**config.mk**
```make
export PLATFORM = sky130hd
export DESIGN_NAME = des_key_scheduler
export DESIGN_NICKNAME = d
export VERILOG_FILES = /design/src/rtl/des_pkg.sv /design/src/rtl/des_pc1.sv /design/src/rtl/des_pc2.sv /design/src/rtl/des_key_scheduler.sv
export SDC_FILE = /design/constraint.sdc
export NUM_CORES = 1
export LEC_CHECK = 0
export ABC_AREA = 1
export CAP_MARGIN = 30
export CORE_MARGIN = 2
export CORE_UTILIZATION = 55
export DETAILED_ROUTE_END_ITERATION = 7
export DONT_BUFFER_PORTS = 1
export GPL_ROUTABILITY_DRIVEN = 1
export GPL_TIMING_DRIVEN = 0
export HOLD_SLACK_MARGIN = 0.08
export PLACE_DENSITY = 0.71
export SYNTH_ARGS = -nofsm -noshare
export SYNTH_HDL_FRONTEND = slang
export SYNTH_SLANG_ARGS = --single-unit
```
**constraint.sdc**
```tcl
create_clock -name clk -period 6.6 [get_ports clk]
set_input_delay 0.33 -clock clk [delete_from_list [all_inputs] [get_ports clk]]
set_output_delay 0.33 -clock clk [all_outputs]
set_load 0.05 [all_outputs]
```
**src/rtl/des_pkg.sv**
```systemverilog
// des_pkg: shared DES key-schedule constants, state encoding and half-key rotations
package des_pkg;
  typedef enum logic {IDLE, ROUND} state_t;
  localparam logic [1:0] SHIFT [1:16] = '{2'd1, 2'd1, 2'd2, 2'd2, 2'd2, 2'd2, 2'd2, 2'd2,
                                          2'd1, 2'd2, 2'd2, 2'd2, 2'd2, 2'd2, 2'd2, 2'd1};
  function automatic logic [1:0] shift_at(input logic [4:0] r);
    logic [1:0] s;
    s = 2'd0;
    for (int k = 1; k <= 16; k++) s = (5'(k) == r) ? SHIFT[k] : s;
    return s;
  endfunction
  function automatic logic [27:0] rotl28(input logic [27:0] x, input logic [1:0] n);
    return (x << n) | (x >> (5'd28 - 5'(n)));
  endfunction
  function automatic logic [27:0] rotr28(input logic [27:0] x, input logic [1:0] n);
    return (x >> n) | (x << (5'd28 - 5'(n)));
  endfunction
endpackage

```
**src/rtl/des_pc1.sv**
```systemverilog
// des_pc1: DES permuted choice 1, 64-bit key to 56-bit {C0,D0}; bit 1 = MSB
module des_pc1 (
  input  logic [1:64] key,
  output logic [1:56] cd
);
  localparam int PC1_TAB [1:56] = '{
    57, 49, 41, 33, 25, 17,  9,
     1, 58, 50, 42, 34, 26, 18,
    10,  2, 59, 51, 43, 35, 27,
    19, 11,  3, 60, 52, 44, 36,
    63, 55, 47, 39, 31, 23, 15,
     7, 62, 54, 46, 38, 30, 22,
    14,  6, 61, 53, 45, 37, 29,
    21, 13,  5, 28, 20, 12,  4};
  for (genvar i = 1; i <= 56; i++) begin : g_pc1
    assign cd[i] = key[PC1_TAB[i]];
  end
endmodule

```
**src/rtl/des_pc2.sv**
```systemverilog
// des_pc2: DES permuted choice 2, 56-bit {C,D} to 48-bit subkey; bit 1 = MSB
module des_pc2 (
  input  logic [1:56] cd,
  output logic [1:48] subkey
);
  localparam int PC2_TAB [1:48] = '{
    14, 17, 11, 24,  1,  5,
     3, 28, 15,  6, 21, 10,
    23, 19, 12,  4, 26,  8,
    16,  7, 27, 20, 13,  2,
    41, 52, 31, 37, 47, 55,
    30, 40, 51, 45, 33, 48,
    44, 49, 39, 56, 34, 53,
    46, 42, 50, 36, 29, 32};
  for (genvar i = 1; i <= 48; i++) begin : g_pc2
    assign subkey[i] = cd[PC2_TAB[i]];
  end
endmodule

```
**src/rtl/des_key_scheduler.sv**
```systemverilog
// des_key_scheduler: emits DES subkeys K1..K16 (or K16..K1) one per valid/ready handshake
module des_key_scheduler
  import des_pkg::*;
#(
  parameter int NROUNDS = 16
) (
  input  logic        clk,
  input  logic        rst,
  input  logic        start,
  input  logic        decrypt,
  input  logic [1:64] key,
  input  logic        abort,
  output logic [1:48] subkey,
  output logic        subkey_valid,
  input  logic        subkey_ready,
  output logic [4:0]  round_idx,
  output logic        busy,
  output logic        done
);
  state_t      state, state_n;
  logic [1:28] c, d, c_n, d_n;
  logic [1:56] pc1_key;
  logic [4:0]  round_n;
  logic [1:0]  sh;
  logic        dec, dec_n, done_n, hs, last;
  des_pc1 u_pc1 (.key(key), .cd(pc1_key));
  des_pc2 u_pc2 (.cd({c, d}), .subkey(subkey));
  assign subkey_valid = state == ROUND;
  assign busy = subkey_valid;
  assign hs = subkey_valid & subkey_ready;
  assign last = round_idx == 5'(NROUNDS);
  // decrypt walks the schedule backwards, undoing the shift that produced the current round
  assign sh = dec ? shift_at(5'd17 - round_idx) : shift_at(round_idx + 5'd1);
  always_ff @(posedge clk) begin
    if (rst) begin
      state <= IDLE;
      c <= '0;
      d <= '0;
      round_idx <= '0;
      dec <= 1'b0;
      done <= 1'b0;
    end else begin
      state <= state_n;
      c <= c_n;
      d <= d_n;
      round_idx <= round_n;
      dec <= dec_n;
      done <= done_n;
    end
  end
  always_comb begin
    state_n = state;
    c_n = c;
    d_n = d;
    round_n = round_idx;
    dec_n = dec;
    done_n = 1'b0;
    if (state == IDLE) begin
      if (start && !abort) begin
        state_n = ROUND;
        dec_n = decrypt;
        round_n = 5'd1;
        c_n = decrypt ? pc1_key[1:28] : rotl28(pc1_key[1:28], SHIFT[1]);
        d_n = decrypt ? pc1_key[29:56] : rotl28(pc1_key[29:56], SHIFT[1]);
      end
    end else if (abort || (hs && last)) begin
      // clearing C/D on exit keeps subkey at zero while idle
      state_n = IDLE;
      c_n = '0;
      d_n = '0;
      round_n = '0;
      done_n = !abort;
    end else if (hs) begin
      c_n = dec ? rotr28(c, sh) : rotl28(c, sh);
      d_n = dec ? rotr28(d, sh) : rotl28(d, sh);
      round_n = round_idx + 5'd1;
    end
  end
endmodule

```
Word level (Yosys, flattened, before mapping):

Index checks and enable logic that the tools add are counted.

* register bits after elaboration: 64
* bits in latches: 0
* memory bits (writable): 0
* memory bits (read-only): 0
* bits of input ports: 70
* output and inout bits: 56
* word-level logic and storage cells: 120
* memories: 0

* add/sub/neg operators: 3
* multipliers: 0
* div/mod/pow operators: 0
* $lt $le $gt $ge: 0
* eq/ne operators: 34
* shifts and indexed selects: 8
* multiplexer cells: 52
* bitwise operators: 9
* reductions and logical operators: 8

Operator list (number)
* 28-bit 2-to-1 mux: 12
* 28-bit bitwise OR: 4
* 4-bit by 5-bit == test with 1-bit output, first input constant: 16
* 2-bit 2-to-1 mux: 29
* 28-bit by 1-bit bitwise OR with 28-bit output: 2
* 28-bit by 2-bit left shift with 28-bit output: 2
* 28-bit by 5-bit left shift with 28-bit output: 2
* 28-bit by 2-bit right shift with 28-bit output: 2
* 28-bit by 5-bit right shift with 28-bit output: 2
* 3-bit by 5-bit == test with 1-bit output, first input constant: 8
* 2-bit by 5-bit == test with 1-bit output, first input constant: 4
* 5-bit 2-to-1 mux: 4
* 1-bit by 5-bit == test with 1-bit output, first input constant: 2
* 5-bit == test, first input constant: 2
* 1-bit 2-to-1 mux: 7
* 5-bit by 1-bit adder with 5-bit output, second input constant: 1
* 5-bit == test, second input constant: 1
* 5-bit subtractor, first input constant: 1
* 2-bit AND reduction: 2
* 3-bit by 3-bit subtractor with 4-bit output, first input constant: 1
* 3-bit by 1-bit inequality test with 1-bit output, second input constant: 1
* 3-bit OR reduction: 1
* 1-bit logical AND: 2
* 1-bit NOT: 2
* 4 further kinds: 4

Depth between registers and ports, before layout:

Gate-level depths: netlist of run 1.

* depth after elaboration: 26
* depth in mapped cells: 20

By module:

Synthesis of run 1 repeated with hierarchy kept, for this count alone.

* cell total of the unflattened synthesis: 1277
* area, all modules: 7529.7 µm²

Modules (own cells, without submodules)
* des_key_scheduler: times used 1, cells an instance 1173, area an instance 6749.0 µm², seq. area each 1281.2 µm²
* des_pc1: times used 1, cells an instance 56, area an instance 420.4 µm², seq. area each 0.0 µm²
* des_pc2: times used 1, cells an instance 48, area an instance 360.3 µm², seq. area each 0.0 µm²

Least setup slack after synthesis of run 1:

Ideal clock, no wire load.

* path kind: register to register
* from: register round_idx[1]
* to: register c[1] (netlist bit)
* setup time: 0.070 ns
* arrival: 3.329 ns
* required time: 6.530 ns
* path slack: 3.201 ns
* stages on the path, launching flop included: 19
* buffers on the path: 2
* period minus slack after synthesis: 3.399 ns
* path through: dfxtp_1 inv_1 ha_1 xnor2_2 nand3_1 nand2_1 nand3_1 nand2_1 nand2_1 nand2_2 inv_2 buf_2 ha_1 nor2_1 clkbuf_1 nand3_1 nand3_1 nand3_1 a21oi_1

* word-level cells in the longest chain between the ends: 26
* elaborated cells between the ends (all ways): 83
* those cells by class: add/sub (3); eq/ne (34); shift (4); mux (37); bitwise (2); reduce/logical (3)

Ends and longest elaborated chain
* start: declaration: line des_key_scheduler.sv:16 `output logic [4:0] round_idx,`
* start signal: assignment: line des_key_scheduler.sv:46 `round_idx <= round_n;`
* 5-bit by 1-bit adder with 5-bit output or 5-bit subtractor (tied branches): line des_key_scheduler.sv:33 `assign sh = dec ? shift_at(5'd17 - round_idx) : shift_at(round_idx + 5'd1);`
* 1-bit by 5-bit == test with 1-bit output: line des_pkg.sv:9 `for (int k = 1; k <= 16; k++) s = (5'(k) == r) ? SHIFT[k] : s;`
* 1-bit 2-to-1 mux (2 in a row): line des_pkg.sv:9
* 2-bit 2-to-1 mux (14 in a row): line des_pkg.sv:9
* 2-bit 2-to-1 mux: line des_key_scheduler.sv:33
* 3-bit by 3-bit subtractor with 4-bit output: line des_pkg.sv:13, des_pkg.sv:16
* 28-bit by 5-bit right shift with 28-bit output or 28-bit by 5-bit left shift with 28-bit output (tied branches): line des_pkg.sv:13, des_pkg.sv:16
* 28-bit bitwise OR, on equally long branches: line des_pkg.sv:13, des_pkg.sv:16
* 28-bit 2-to-1 mux: line des_key_scheduler.sv:74 `c_n = dec ? rotr28(c, sh) : rotl28(c, sh);`
* 28-bit 2-to-1 mux: line des_key_scheduler.sv:73 `end else if (hs) begin`
* 28-bit 2-to-1 mux: line des_key_scheduler.sv:66 `end else if (abort || (hs && last)) begin`
* 28-bit 2-to-1 mux: line des_key_scheduler.sv:58 `if (state == IDLE) begin`
* end signal: assignment: line des_key_scheduler.sv:44 `c <= c_n;`
* end: declaration: line des_key_scheduler.sv:21 `logic [1:28] c, d, c_n, d_n;`

Several ways; a longest one is shown, not always the timed one. The select of a mux whose other input is x is not followed.
A chain may end at the register's enable or synchronous reset.

Final worst setup path of run 1:

* from: register round_idx[1]
* to: register d[3] (netlist bit)

* word-level cells in the longest chain between the ends: 26
* elaborated cells between the ends (all ways): 83
* those cells by class: add/sub (3); eq/ne (34); shift (4); mux (37); bitwise (2); reduce/logical (3)

Ends and longest elaborated chain
* 5-bit by 1-bit adder with 5-bit output or 5-bit subtractor (tied branches): line des_key_scheduler.sv:33
* 1-bit by 5-bit == test with 1-bit output: line des_pkg.sv:9
* 1-bit 2-to-1 mux (2 in a row): line des_pkg.sv:9
* 2-bit 2-to-1 mux (14 in a row): line des_pkg.sv:9
* 2-bit 2-to-1 mux: line des_key_scheduler.sv:33
* 3-bit by 3-bit subtractor with 4-bit output: line des_pkg.sv:13, des_pkg.sv:16
* 28-bit by 5-bit right shift with 28-bit output or 28-bit by 5-bit left shift with 28-bit output (tied branches): line des_pkg.sv:13, des_pkg.sv:16
* 28-bit bitwise OR, on equally long branches: line des_pkg.sv:13, des_pkg.sv:16
* 28-bit 2-to-1 mux: line des_key_scheduler.sv:75 `d_n = dec ? rotr28(d, sh) : rotl28(d, sh);`
* 28-bit 2-to-1 mux: line des_key_scheduler.sv:73
* 28-bit 2-to-1 mux: line des_key_scheduler.sv:66
* 28-bit 2-to-1 mux: line des_key_scheduler.sv:58
* end signal: assignment: line des_key_scheduler.sv:45 `d <= d_n;`
* end: declaration: line des_key_scheduler.sv:21

Several ways; a longest one is shown, not always the timed one. The select of a mux whose other input is x is not followed.

==> results.txt, run 1 <==
outcome - complete, no violations
worst hold path type - input port to flop
routed via count divided by cell count - 6.15
Yosys cell types - 34
worst flop-to-flop path endpoint - d[3]
CTS tree - built
period utilisation layout - 0.682
Sw Pwr - 714 uW
hold depth - 3
cell type with the highest aggregate area in the netlist - sky130_fd_sc_hd__nand3_1
core area - 12600 sq um
Clock Skews - 8.13 ps
relative slew slack - 0.498
number of slew-limit violations in the final report - 0
total number of H-tree levels - 3
count of flip-flops with a built-in enable after synthesis - 0
number of nets with antenna violations after routing - 0
worst setup path category - flop to flop
latest clock arrival within the worst-skew pair - 350 ps
min Tclk post-route - 4500 ps
Leak - 3.42 nW
TritonRoute pass-1 iters - 6
DRC violation count after routing - 0
switching share of power - 0.426
wire length of the first global-routing pass - 40000 microns
setup repair after global routing missed its margin - false
clk sinks - 64
setup violation total in the final timing report - 0
stage delay of the slowest cell on the critical path - 780 ps
post-synthesis instance area - 7110 sq um
arrival time of the worst setup path - 4790 ps
area delta synth->final - 7.59%
FF-to-FF Start - round_idx[1]
worst slew pin tran - 752 ps
Worst VDD drop - 0.000172 V
number of maximum-capacitance constraint violations - 0
type of origin of the critical path - flop
mean instance size in the synthesized netlist - 5.82 sq um
Total GRT Usage - 0.355
horizontal die dimension - 118 microns
ordered cell list for the critical path - inv_1 > ha_1 > nor2_1 > nand2_1 > nand3_1 > nand2_1 > nand3_1 > nand2_1 > nand2_1 > nand2_2 > inv_2 > buf_2 > ha_1 > nor2_1 > clkbuf_1 > nand3_1 > nand3_1 > nand3_1 > a21oi_1
length in cells of the worst reg-to-reg path - 19
number of core rows - 41
worst path bufs/invs - 4
combinational group share of total power - 0.427
Die H - 118 microns
Die Area - 13900 sq um
Seq/Total Area, Yosys - 0.180
number of buffers created by CTS - 9
routed wire length per instance - 17.9 microns
highest clock frequency the design can meet - 222 MHz
internal power - 963 uW
HPWL after detailed placement - 18500 microns
number of nets in the layout - 1312
primary flip-flop cell chosen by synthesis mapping - sky130_fd_sc_hd__dfxtp_1
initial core utilization - 0.563
final instance count without filler cells - 1412
Required @ worst endpoint - 6880 ps
critical path fanouts, max - 10
gate count of the mapped netlist - 1221
P per Cell Area - 219 nW/um^2
family of cells with the greatest summed delay on the critical path - simple AND/OR/NAND/NOR gates
proportion of synthesized flip-flops having asynchronous set or reset - 0
Critical Path End Type - flop
number of violations reported at the end of detailed-routing iteration 0 - 1158
Syn. warnings - 0
number of buffers inserted by port buffering - 0
total count of hold-check failures in the final report - 0
critical hold path startpoint - abort
most repeated cell in the gate-level netlist after synthesis - sky130_fd_sc_hd__nand3_1
maximum number of pins on one net before global-route repair - 11
Synth Net Count - 1299
number of top-level design ports - 126
CP most frequent cell - sky130_fd_sc_hd__nand3_1
number of global-route vias before repair - 7881
global route overflow - 0
Min-Delay Endpoint - round_idx[0]
top cells by instance count after synthesis - sky130_fd_sc_hd__nand3_1 (389), sky130_fd_sc_hd__nor2_1 (180), sky130_fd_sc_hd__o21ai_0 (115)
slowest cell on the critical path - sky130_fd_sc_hd__dfxtp_1
final core utilization - 0.606
worst reg2reg setup slack - 2100 ps
wire length reported by the detailed router - 25200 microns
clock root buffer - sky130_fd_sc_hd__clkbuf_16
dpl cells - 1394
total number of vias - 8685
fraction of layout instances using a drive strength above 1 - 0.128
number of antenna violations at the first check in global routing - 1
power share of the clock group - 0.301
area fraction of the dominant cell type after synthesis - 0.274
register bit total from synthesis - 64
number of buffers on the longest clock path - 2
part of the total power dissipated in sequential elements - 0.273
total negative slack - 0 ps
clk slew on worst S/H paths - 60 ps
Placer Congestion - 1.02
top cells by area in the synthesized netlist - sky130_fd_sc_hd__nand3_1 (27%), sky130_fd_sc_hd__dfxtp_1 (18%), sky130_fd_sc_hd__nor2_1 (9.5%)
==> power by group through the flow <==
stage | clock, mW | sequential (mW) | combinational (mW)
after floorplan | 0 | 0.453 | 0.580
after global placement | 0 | 0.464 | 0.693
after detailed placement | 0 | 0.464 | 0.698
after CTS | 0.505 | 0.457 | 0.703
after global routing | 0.521 | 0.462 | 0.785
final | 0.505 | 0.457 | 0.715
==> routing by layer <==
| metal | share of wire | track usage | up-vias |
|---|---|---|---|
| li1 | - | - | 4133 |
| met1 | 0.41 | 0.460 | 3987 |
| met2 | 0.46 | 0.577 | 500 |
| met3 | 0.099 | 0.0562 | 65 |
| met4 | 0.037 | 0.171 | 0 |
| met5 | 0 | 0 | - |
==> through the flow <==
step	cell area, sq um	hold slack, ps	worst slack (ps)	power, mW
2_1_floorplan	7110	406	3200	1.03
3_3_place_gp	7320	408	2210	1.16
3_5_place_dp	7340	410	2270	1.16
4_1_cts	7650	178	2230	1.66
5_1_grt	7650	213	1840	1.77
6_report	7650	190	2100	1.68
==> cell type report <==
cell class / instances / area [sq um]
repair buffers: 2 / 21.3
fillers: 1360 / 4970
clock buffers: 13 / 260
plain buffers: 141 / 893
diodes: 1 / 2.50
inverters: 90 / 338
flip-flops and latches: 64 / 1280
well taps: 172 / 215
multi-input cells: 926 / 4600
clock inverters: 3 / 40.0
==> worst register-to-register path: stages, from the launching register on <==
cell	delay, ps
sky130_fd_sc_hd__dfxtp_1	780
sky130_fd_sc_hd__inv_1	280
sky130_fd_sc_hd__ha_1	350
sky130_fd_sc_hd__nor2_1	170
sky130_fd_sc_hd__nand2_1	110
sky130_fd_sc_hd__nand3_1	120
sky130_fd_sc_hd__nand2_1	60
sky130_fd_sc_hd__nand3_1	60
sky130_fd_sc_hd__nand2_1	70
sky130_fd_sc_hd__nand2_1	70
sky130_fd_sc_hd__nand2_2	90
sky130_fd_sc_hd__inv_2	170
sky130_fd_sc_hd__buf_2	270
sky130_fd_sc_hd__ha_1	280
sky130_fd_sc_hd__nor2_1	440
sky130_fd_sc_hd__clkbuf_1	540
sky130_fd_sc_hd__nand3_1	210
sky130_fd_sc_hd__nand3_1	140
sky130_fd_sc_hd__nand3_1	70
sky130_fd_sc_hd__a21oi_1	160
==> cell usage in the layout (no fill, tap or decap), drive strengths merged, types with 2 or more instances in the layout <==
cell	synthesis	routed
ha	8	8
nor2	182	182
xor2	2	2
o21ai	116	116
clkbuf	43	56
dfxtp	64	64
nand4	5	5
inv	89	89
nand3b	7	7
a21oi	71	71
buf	98	99
a31oi	6	6
nand3	406	406
nand2	117	117
clkinv	1	3
==> kinds of logic after synthesis <==
group	Yosys count	synth area share
compound gates	194	0.141
xor+xnor	3	0.00686
fa+ha+maj	8	0.0141
buf+inv	231	0.173
flops	64	0.180
simple gates	721	0.485
==> worst max path at each step <==
stage                  from  slack [ps]     to  cells past startpoint
2_1_floorplan  round_idx[1]        3200   c[1]                     18
3_3_place_gp   round_idx[1]        2210  d[27]                     19
3_5_place_dp   round_idx[1]        2270  d[27]                     19
4_1_cts        round_idx[1]        2230   d[3]                     19
5_1_grt        round_idx[1]        1840  d[27]                     19
6_report       round_idx[1]        2100   d[3]                     19
==> state kept, by name, indices dropped and copies added, names as in the netlist <==
name	count
d	28
busy	1
round_idx	5
c	28
done	1
dec	1
==> repair_timing <==
action | 4_1_cts | 5_1_grt
resized for setup | 0 | 0
endpoints found under the hold margin | 1 | 0
buffers inserted | 0 | 0
hold buffers | 1 | 0
endpoints found under the setup margin | 0 | 0
No activity file was read; power rests on OpenSTA's default activity.
==> run 2, diff against run 1 <==
==> constraint.sdc (replaced) <==
create_clock -name clk -period 4.2 [get_ports clk]
set_input_delay 0.21 -clock clk [delete_from_list [all_inputs] [get_ports clk]]
set_output_delay 0.21 -clock clk [all_outputs]
set_load 0.05 [all_outputs]
==> run 2 against run 1 <==
Clock skew hardly changed. Worst hold slack worse by 77 ps. Combinational power is 57% higher. Largest power group unchanged.
==> results.txt, run 2 (synthesized netlist as in run 1, its figures left out) <==
type of origin of the critical path - flop
stage delay of the slowest cell on the critical path - 570 ps
routed wire length per instance - 17.8 microns
P per Cell Area - 344 nW/um^2
number of antenna violations at the first check in global routing - 1
number of buffers on the longest clock path - 2
total number of vias - 8617
Leak - 3.42 nW
routed via count divided by cell count - 6.10
number of core rows - 41
critical path fanouts, max - 10
number of top-level design ports - 126
Worst VDD drop - 0.000270 V
clock root buffer - sky130_fd_sc_hd__clkbuf_16
Required @ worst endpoint - 4480 ps
arrival time of the worst setup path - 4230 ps
Seq. cell area - 1280 sq um
Overall Power - 2.63 mW
min Tclk post-route - 3950 ps
latest clock arrival within the worst-skew pair - 350 ps
clk sinks - 64
HPWL after detailed placement - 18500 microns
number of buffers created by CTS - 9
wire length reported by the detailed router - 25100 microns
period utilisation layout - 0.940
CP most frequent cell - sky130_fd_sc_hd__nand3_1
count of filler cells inserted in the layout - 1357
ordered cell list for the critical path - inv_1 > ha_1 > nor2_1 > nand2_1 > nand3_1 > nand2_1 > nand3_1 > nand2_1 > nand2_1 > nand2_2 > inv_2 > buf_2 > ha_1 > nor2_1 > clkbuf_2 > nand3_1 > nand3_1 > nand3_1 > a21oi_1
total count of hold-check failures in the final report - 0
worst hold path type - input port to flop
core area - 12600 sq um
wire length of the first global-routing pass - 40000 microns
worst setup path category - flop to flop
setup repair after global routing missed its margin - false
most common cell after layout, fill and taps aside - sky130_fd_sc_hd__nand3_1
global route overflow - 0
CTS tree - built
area delta synth->final - 7.66%
number of buffers inserted by port buffering - 0
Die H - 118 microns
total number of H-tree levels - 3
number of slew-limit violations in the final report - 0
Placer Congestion - 1.02
family of cells with the greatest summed delay on the critical path - simple AND/OR/NAND/NOR gates
number of violations reported at the end of detailed-routing iteration 0 - 1100
outcome - complete, no violations
worst slew pin tran - 753 ps
Critical Path End Type - flop
area used by multi-input combinational logic - 4600 sq um
relative slew slack - 0.498
most frequent cells in the layout - sky130_fd_sc_hd__nand3_1 (389), sky130_fd_sc_hd__nor2_1 (180), sky130_fd_sc_hd__o21ai_0 (115), sky130_fd_sc_hd__nand2_1 (97), sky130_fd_sc_hd__inv_1 (85)
Die Area - 13900 sq um
setup ws final - 253 ps
horizontal die dimension - 118 microns
worst path bufs/invs - 4
fraction of layout instances using a drive strength above 1 - 0.132
Total GRT Usage - 0.355
clk slew on worst S/H paths - 60 ps
number of nets with antenna violations after routing - 0
TritonRoute pass-1 iters - 6
largest registers in the final layout - c (28), d (28), round_idx (5)
maximum number of pins on one net before global-route repair - 11
setup violation total in the final timing report - 0
Clock Skews - 8.60 ps
slowest cell on the critical path - sky130_fd_sc_hd__dfxtp_2
highest clock frequency the design can meet - 253 MHz
number of nets in the layout - 1312
initial core utilization - 0.563
worst slack, placed - -134 ps
DRC violation count after routing - 0
number of maximum-capacitance constraint violations - 0
number of global-route vias before repair - 7878
==> run 2: cell counts in the layout (fill, tap and decap cells not counted) <==
No cell type changed its count.
==> run 2: worst paths after layout <==
path,from,to,slack [ps],cells after the start
hold reg to reg,d[10],d[10],540,2
hold / removal,subkey_ready,round_idx[0],110,3
setup reg to reg,round_idx[1],d[3],250,19
setup / recovery,round_idx[1],d[3],250,19
==> run 2: layer usage <==
metal | up-vias | global-route usage | part of all wire
met3 | 67 | 0.0562 | 0.087
met1 | 3927 | 0.459 | 0.42
met2 | 483 | 0.577 | 0.46
met5 | - | 0 | 0
li1 | 4140 | - | -
met4 | 0 | 0.171 | 0.039
==> run 2: tightest hold or removal path: cells and delay by family <==
kind / cells / cell delay [ps]
compound gates: 2 / 120
buf+inv: 1 / 70
==> run 2: layout make-up <==
cell class | instances | area share
Antenna cell | 1 | 0.000327
Clock inverter | 3 | 0.00523
Multi-Input combinational cell | 926 | 0.601
Timing Repair Buffer | 2 | 0.00278
Clock buffer | 13 | 0.0340
Buffer | 141 | 0.117
Sequential cell | 64 | 0.168
Inverter | 90 | 0.0441
Tap cell | 172 | 0.0281
==> run 2: what timing repair did <==
| action | in CTS | in global routing |
|---|---|---|
| hold buffers | 1 | 0 |
| gates resized for setup | 3 | 2 |
| hold endpoints to repair | 2 | 0 |
| gates cloned | 0 | 0 |
| setup buffers | 0 | 0 |
| setup endpoints to repair | 10 | 10 |
==> run 2: through the flow <==
step / hold WS, ps / instances / cell area [sq um] / utilization / setup TNS, ps
after floorplan: 286 / 1221 / 7110 / - / 0
after global placement: 288 / 1393 / 7320 / 0.580 / -1470
after detailed placement: 290 / 1394 / 7340 / 0.581 / -1020
after CTS: 96.3 / 1411 / 7650 / 0.606 / 0
after global routing: 127 / 1411 / 7650 / 0.606 / 0
final: 113 / 1412 / 7650 / 0.606 / 0
==> run 2: report_power, final <==
| part | internal (mW) | total, mW | leakage, nW | switching [mW] |
|---|---|---|---|---|
| logic | 0.361 | 1.12 | 2.74 | 0.763 |
| clock network | 0.490 | 0.789 | 0.150 | 0.299 |
| registers | 0.663 | 0.719 | 0.530 | 0.0562 |
| total | 1.51 | 2.63 | 3.42 | 1.12 |
